### src/rtl/up_bus_arbiter.sv
// Round-robin arbiter sharing one up register bus between NUM_OF_MASTERS requesters.
// One transaction in flight at a time; every slave access is bounded by an ack timeout.
module up_bus_arbiter #(
  parameter int          NUM_OF_MASTERS = 2,
  parameter int          TIMEOUT_CYCLES = 255,
  parameter logic [31:0] ERR_RDATA      = 32'hDEADDEAD
) (
  input  logic                         up_clk,
  input  logic                         up_rst,
  input  logic [NUM_OF_MASTERS-1:0]    m_wreq,
  input  logic [14*NUM_OF_MASTERS-1:0] m_waddr,
  input  logic [32*NUM_OF_MASTERS-1:0] m_wdata,
  input  logic [NUM_OF_MASTERS-1:0]    m_rreq,
  input  logic [14*NUM_OF_MASTERS-1:0] m_raddr,
  output logic [NUM_OF_MASTERS-1:0]    m_wack,
  output logic [NUM_OF_MASTERS-1:0]    m_rack,
  output logic [31:0]                  m_rdata,
  output logic                         m_err,
  output logic                         s_wreq,
  output logic [13:0]                  s_waddr,
  output logic [31:0]                  s_wdata,
  input  logic                         s_wack,
  output logic                         s_rreq,
  output logic [13:0]                  s_raddr,
  input  logic [31:0]                  s_rdata,
  input  logic                         s_rack,
  output logic [7:0]                   timeout_cnt,
  input  logic                         timeout_clr
);

  localparam int            PW       = (NUM_OF_MASTERS > 1) ? $clog2(NUM_OF_MASTERS) : 1;
  localparam logic [15:0]   TO_LIMIT = 16'(TIMEOUT_CYCLES);
  localparam logic [PW-1:0] LAST_M   = PW'(NUM_OF_MASTERS - 1);

  typedef enum logic [1:0] {IDLE, ISSUE, WAIT, RESP} state_t;

  state_t                    state, state_nxt;
  logic [NUM_OF_MASTERS-1:0] pending;
  logic [PW-1:0]             rr_ptr, grant;
  logic [PW-1:0]             pick, pick_lo, pick_hi;
  logic                      lo_vld, hi_vld;
  logic                      sel_wr;
  logic [13:0]               sel_waddr, sel_raddr;
  logic [31:0]               sel_wdata;
  logic                      is_wr;
  logic [15:0]               wait_cnt;
  logic                      ack_hit, to_hit;

  assign pending = m_wreq | m_rreq;
  assign ack_hit = is_wr ? s_wack : s_rack;
  assign to_hit  = (wait_cnt == TO_LIMIT);

  // Lowest pending index at/above rr_ptr wins; otherwise wrap to the lowest pending index.
  always_comb begin
    pick_lo = '0;
    pick_hi = '0;
    lo_vld  = 1'b0;
    hi_vld  = 1'b0;
    for (int i = NUM_OF_MASTERS - 1; i >= 0; i--) begin
      if (pending[i]) begin
        pick_lo = PW'(i);
        lo_vld  = 1'b1;
      end
      if (pending[i] && (PW'(i) >= rr_ptr)) begin
        pick_hi = PW'(i);
        hi_vld  = 1'b1;
      end
    end
    pick = hi_vld ? pick_hi : pick_lo;
  end

  always_comb begin
    sel_wr    = 1'b0;
    sel_waddr = '0;
    sel_wdata = '0;
    sel_raddr = '0;
    for (int i = 0; i < NUM_OF_MASTERS; i++) begin
      if (PW'(i) == pick) begin
        sel_wr    = m_wreq[i];
        sel_waddr = m_waddr[i*14 +: 14];
        sel_wdata = m_wdata[i*32 +: 32];
        sel_raddr = m_raddr[i*14 +: 14];
      end
    end
  end

  always_ff @(posedge up_clk) begin
    if (up_rst) state <= IDLE;
    else        state <= state_nxt;
  end

  always_comb begin
    state_nxt = state;
    case (state)
      IDLE:    if (lo_vld) state_nxt = ISSUE;
      ISSUE:   state_nxt = WAIT;
      WAIT:    if (ack_hit || to_hit) state_nxt = RESP;
      RESP:    state_nxt = IDLE;
      default: state_nxt = IDLE;
    endcase
  end

  always_ff @(posedge up_clk) begin
    if (up_rst) begin
      grant    <= '0;
      is_wr    <= 1'b0;
      rr_ptr   <= '0;
      wait_cnt <= '0;
      s_wreq   <= 1'b0;
      s_rreq   <= 1'b0;
      s_waddr  <= '0;
      s_wdata  <= '0;
      s_raddr  <= '0;
      m_wack   <= '0;
      m_rack   <= '0;
      m_rdata  <= '0;
      m_err    <= 1'b0;
    end else begin
      s_wreq <= 1'b0;
      s_rreq <= 1'b0;
      m_wack <= '0;
      m_rack <= '0;
      m_err  <= 1'b0;
      case (state)
        IDLE: if (lo_vld) begin
          grant  <= pick;
          is_wr  <= sel_wr;
          s_wreq <= sel_wr;
          s_rreq <= !sel_wr;
          if (sel_wr) begin
            s_waddr <= sel_waddr;
            s_wdata <= sel_wdata;
          end else begin
            s_raddr <= sel_raddr;
          end
        end
        ISSUE: wait_cnt <= '0;
        WAIT: if (ack_hit || to_hit) begin
          // A real ack in the final timer cycle still counts as a clean completion.
          m_wack[grant] <= is_wr;
          m_rack[grant] <= !is_wr;
          m_err         <= !ack_hit;
          if (!is_wr) m_rdata <= ack_hit ? s_rdata : ERR_RDATA;
        end else begin
          wait_cnt <= wait_cnt + 16'd1;
        end
        RESP: rr_ptr <= (grant == LAST_M) ? '0 : grant + PW'(1);
        default: ;
      endcase
    end
  end

  always_ff @(posedge up_clk) begin
    if (up_rst)
      timeout_cnt <= '0;
    else if (timeout_clr)
      timeout_cnt <= '0;
    else if ((state == WAIT) && !ack_hit && to_hit && (timeout_cnt != 8'hFF))
      timeout_cnt <= timeout_cnt + 8'd1;
  end

endmodule
### config.mk
export PLATFORM = sky130hd
export DESIGN_NAME = up_bus_arbiter
export DESIGN_NICKNAME = d
export VERILOG_FILES = /design/src/rtl/up_bus_arbiter.sv
export SDC_FILE = /design/constraint.sdc
export NUM_CORES = 1
export LEC_CHECK = 0
export BUFFER_PORTS_ARGS = -buffer_cell sky130_fd_sc_hd__buf_4
export CORE_MARGIN = 5
export CORE_UTILIZATION = 43
export DETAILED_ROUTE_END_ITERATION = 12
export PLACE_DENSITY = 0.77
export SLEW_MARGIN = 20
export SYNTH_ARGS = -nofsm -noshare
export SYNTH_HDL_FRONTEND = slang
export SYNTH_SLANG_ARGS = --single-unit
### constraint.sdc
create_clock -name up_clk -period 2 [get_ports up_clk]
set_input_delay 0.2 -clock up_clk [delete_from_list [all_inputs] [get_ports up_clk]]
set_output_delay 0.2 -clock up_clk [all_outputs]
set_load 0.02 [all_outputs]
# Word level (Yosys, flattened, before mapping)

Index checks and enable logic that the tools add are counted.

Input port bits: 161
Register bits: 128

$add $sub $neg: 3
Magnitude comparators: 4
Reduce and logical (&&, ||, !) cells: 21
Multiplexer cells: 21
Eq/ne operators: 8
Bitwise operators: 9

Operator list:

| cell                                                                 | count |
|---|---|
| 32-bit two-way mux                                                   | 2 |
| 16-bit one-hot mux with 2 select lines                               | 1 |
| 14-bit two-way mux                                                   | 2 |
| 16-bit by 1-bit adder with 16-bit output, second input constant      | 1 |
| 16-bit by 8-bit == test with 1-bit output, second input constant     | 1 |
| 16-bit two-way mux                                                   | 1 |
| 1-bit two-way mux                                                    | 11 |
| 3-bit AND reduction                                                  | 3 |
| 8-bit by 1-bit adder with 8-bit output, second input constant        | 1 |
| 8-bit != test, second input constant                                 | 1 |
| 2-bit one-hot mux with 4 select lines                                | 1 |
| 1-bit logical AND                                                    | 6 |
| 2-bit != test, second input constant                                 | 3 |
| 1-bit NOT                                                            | 6 |
| 2-bit AND reduction                                                  | 3 |
| 3-bit OR reduction                                                   | 2 |
| 2-bit bitwise AND                                                    | 2 |
| 2-bit == test, second input constant                                 | 2 |
| 2-bit two-way mux                                                    | 2 |
| 1-bit logical NOT                                                    | 3 |
| 2-bit by 1-bit == test with 1-bit output, second input constant      | 1 |
| 1-bit >= comparator, first input constant                            | 2 |
| 2-bit logical NOT                                                    | 1 |
| 1-bit by 2-bit < comparator with 1-bit output, second input constant | 1 |
| other kinds (7)                                                      | 7 |

# Depth between registers and ports, before layout

Depth in word-level cells: 8
Mapped depth: 7

# Worst setup path after synthesis

Ideal clock, no wire load.

Path kind: flip-flop to flip-flop
Start: reg is_wr
End: reg wait_cnt[15]
Cell stages (with the launch flop): 7
Data arrival time: 1.968 ns
Path slack: -0.038 ns
Setup time: 0.070 ns
Cell sequence: dfxtp_1 > buf_6 > mux2_4 > or4_1 > buf_2 > or4_1 > a21oi_1

Word-level cells in the longest chain between the ends: 4

RTL lines:

| item                          | line | source |
|---|---|---|
| start, declared               | 45   | `logic is_wr;` |
| start signal, assigned        | 127  | `is_wr <= sel_wr;` |
| 1-bit two-way mux             | 50   | `assign ack_hit = is_wr ? s_wack : s_rack;` |
| 1-bit logical OR              | 138  | `WAIT: if (ack_hit \|\| to_hit) begin` |
| 2-bit != test (no line)       | --   |  |
| 2-bit AND reduction (no line) | --   |  |
| end signal, assigned          | 145  | `wait_cnt <= wait_cnt + 16'd1;` |
| end, declared                 | 46   | `logic [15:0] wait_cnt;` |

Every way passes these cells.
A chain may end at the register's enable or synchronous reset.

# Final worst setup path

Start: reg wait_cnt[15]
End: reg state[0]

Word-level cells in the longest chain between the ends: 4

RTL lines:

| item                                      | line | source |
|---|---|---|
| 16-bit by 8-bit == test with 1-bit output | 51   | `assign to_hit = (wait_cnt == TO_LIMIT);` |
| 1-bit logical OR                          | 97   | `WAIT: if (ack_hit \|\| to_hit) state_nxt = RESP;` |
| 2-bit != test (no line)                   | --   |  |
| 2-bit AND reduction (no line)             | --   |  |
| end signal, assigned                      | 89   | `else state <= state_nxt;` |
| end, declared                             | 37   | `state_t state, state_nxt;` |

Every way passes these cells.

==> qor.csv <==
stage,metric,value,unit
clocking,"Clk Latency, worst-skew pair",410,ps
timing,Sum Neg Setup Slack,0,ps
power,Comb pwr share,0.381,
power,Worst IR Drop VDD,0.7526,mV
yosys,Synth top cells by count,"dfxtp_1 (128), a211oi_1 (96), nor2_1 (81), mux2i_1 (72), clkbuf_1 (35)",
setup_path,Critical Path Source Type,flip-flop,
drt,mean routed wirelength per cell,16.83,um
setup_path,crit path kind,flip-flop to flip-flop,
finish,share of post-route cells with drive strength above 1,0.3847,
timing,Fmax,516.6,MHz
setup_path,worst-case reg-to-reg path depth,5,
setup_path,worst setup path start,wait_cnt[15]$_SDFFE_PP0P_,
yosys,post-synthesis cell area,0.005813,sq mm
drt,# DRC,0,
placement,RD Place Congestion,0.8658,
setup_path,CP cell instances,"or4_4, nor4_4, buf_4, o21ai_0, a221oi_1",
power,power share of the sequential group,0.328,
timing,clock skew,8.539,ps
die,die height,126.3,um
drt,routed vias,5882,
die,core area,0.01324,sq mm
drt,1st-pass router iterations,5,
clocking,CTS tree,yes,
yosys,post-synthesis cell type count,44,
setup_path,Reg-to-Reg Start,wait_cnt[15]$_SDFFE_PP0P_,
yosys,largest area contributor in the netlist,dfxtp_1,
yosys,"Top FF cell, synth",dfxtp_1,
finish,"Area growth, synth to finish",52.28,%
run_status,status,"finished, final reports clean",
die,I/O pins,268,
power,Sw Ratio,0.3517,
yosys,Ys Warns,0,
global_route,global-route wire length before repair,28810,um
setup_path,Worst path max stage delay,580,ps
power,Clock power frac,0.292,
worst_hold_path,HP Class,input pin to flip-flop,
clocking,total CTS buffers,17,
placement,Port-buffer cells,267,
timing,min Tclk post-route,1936,ps
timing,Final setup viols,0,
placement,Place WS,62.00,ps
yosys,synthesized instance count,639,
drt,remaining antenna violation count,0,
power,power density over cell area,1186,mW/mm^2
finish,n_diodes,0,
yosys,"Seq/Total Area, Yosys",0.4408,
die,Initial Utilization,0.4390,
global_route,vias in the first global route,5631,
timing,RSZ-0062 raised after global routing,yes,
die,Core Rows,42,
clocking,H-tree lvl count,4,
worst_hold_path,hold_sp,s_rdata[24],
run,Max Cap Viol,0,
global_route,GRT Residual Overflow,0,
timing,Hold WS,26.88,ps
yosys,Mapped Nets,807,
timing,"Slew Viols, Final",0,
power,LEAKAGE,4.005,nW
global_route,largest net degree at the start of global routing,65,
setup_path,Worst setup EP type,flip-flop,
timing,Worst-Margin Slew,641.5,ps
die,DIE AREA,0.01594,sq mm
yosys,average size of a mapped cell,9.097,sq um
yosys,share of the synthesized area in the top cell type,0.4408,
power,P_sw,3.693,mW
yosys,Synth area leaders,"dfxtp_1 (44%), mux2i_1 (12%), a211oi_1 (12%), nor2_1 (5.2%), clkbuf_1 (2.3%)",
setup_path,worst-path fanout max,4,
die,Die Wd,126.3,um
timing,final worst-path cycle share,0.9678,
yosys,number of synthesized flops with an enable pin,0,
clocking,CTS Root Cell,clkbuf_16,
drt,Routed WL,18590,um
global_route,initial antenna violation count,0,
clocking,clock sink count,128,
yosys,async set-reset flop share out of synthesis,0,
timing,PnR worst setup slack,64.40,ps
yosys,synthesized flop and latch total,128,
finish,fin nets,1083,
drt,First DRT Iteration DRCs,336,
setup_path,CP max stage cell,or4_4,
clocking,CTS hold repair buffers,0,
timing,Final Hold Viols,0,
placement,Final HPWL DP,14010,um
setup_path,Worst Path Required,2310,ps
yosys,top-count cell post-synth,dfxtp_1,
clocking,CTS clock-pin slew for the worst setup and hold paths,50,ps
timing,max_slew headroom,0.5723,
finish,Finished Core Util,0.6685,
clocking,CTS Buffer Depth,2,
global_route,gr usage total,0.2227,
worst_hold_path,hold path cells,3,
setup_path,crit path DAT,2250,ps
power,Pint,6.808,mW
drt,Via density,5.328,
## cell families (layout without fill, tap and decap cells)
kind of cell	after synthesis	count (layout)	synth area share
simple gates	205	205	0.1808
compound gates	150	150	0.1842
flops	128	128	0.4408
buf+inv	75	364	0.05058
mux	74	74	0.1285
fa+ha+maj	7	7	0.01507
## layout make-up
type,count,area (sq um)
multi-input combinational,436,3024
inverter,29,108.9
fill,1119,4390
clock inverter,9,106.4
timing repair buffer,303,2341
tap,176,220.2
sequential,128,2564
clock buffer,23,488.0
## placed cells by master (no fill, tap or decap), drive strengths merged, types with 9 or more instances in the layout
master | netlist | final
nand3 | 14 | 14
nand2 | 24 | 24
nand2b | 15 | 15
mux2i | 72 | 72
nand3b | 10 | 10
buf | 11 | 303
nor4 | 10 | 10
a211oi | 96 | 96
clkbuf | 35 | 23
or4 | 12 | 12
o21ai | 16 | 16
nor2 | 81 | 81
inv | 29 | 29
a21oi | 9 | 9
dfxtp | 128 | 128
## worst max-delay path: cells and delay by family, from the launching register on
kind | cells | cell delay (ps)
flip-flops | 1 | 340
buffers and inverters | 1 | 180
AO/OA/AOI/OAI | 2 | 410
AND/OR/NAND/NOR | 2 | 890
## registers in the layout (all words and copies together), names as in the netlist
signal / count
state: 2
s_rreq: 1
s_wreq: 1
s_waddr: 14
wait_cnt: 16
s_raddr: 14
rr_ptr: 1
m_err: 1
grant: 1
timeout_cnt: 8
m_wack: 2
s_wdata: 32
m_rack: 2
is_wr: 1
m_rdata: 32
## stage by stage
step | power [mW] | cell area, sq um | std cells
CTS | 10.56 | 8752 | 1099
floorplan | 5.726 | 5823 | 639
global route | 11.07 | 8852 | 1104
finish | 10.50 | 8852 | 1104
global placement | 7.400 | 8158 | 1067
detailed placement | 7.466 | 8158 | 1067
## final timing paths
kind	to	slack, ps
worst max register to register	state[0]$_SDFFE_PP0P_	60
worst min register to register	m_rdata[25]$_SDFFE_PP0P_	450
worst max-delay path	state[0]$_SDFFE_PP0P_	60
worst min-delay path	m_rdata[24]$_SDFFE_PP0P_	30
## power by group through the flow
stage	Sequential [mW]	Combinational [mW]	Clock [mW]
after floorplan	4.05	1.67	0
after global placement	3.46	3.94	0
after detailed placement	3.47	3.99	0
after CTS	3.44	4.02	3.11
after global routing	3.51	4.32	3.24
final	3.44	4.00	3.06
## metal layers
metal | global-route usage | routed length (um)
met1 | 0.2719 | 7658
met2 | 0.3568 | 8714
met3 | 0.08467 | 1737
met4 | 0.08517 | 474
met5 | 0 | 0
## timing repair
| action | in CTS | in global routing |
|---|---|---|
| setup endpoints to repair | 0 | 39 |
| buffers inserted | 0 | 5 |
| resized for setup | 0 | 15 |
Note: power is estimated with default switching activity, not from simulation.
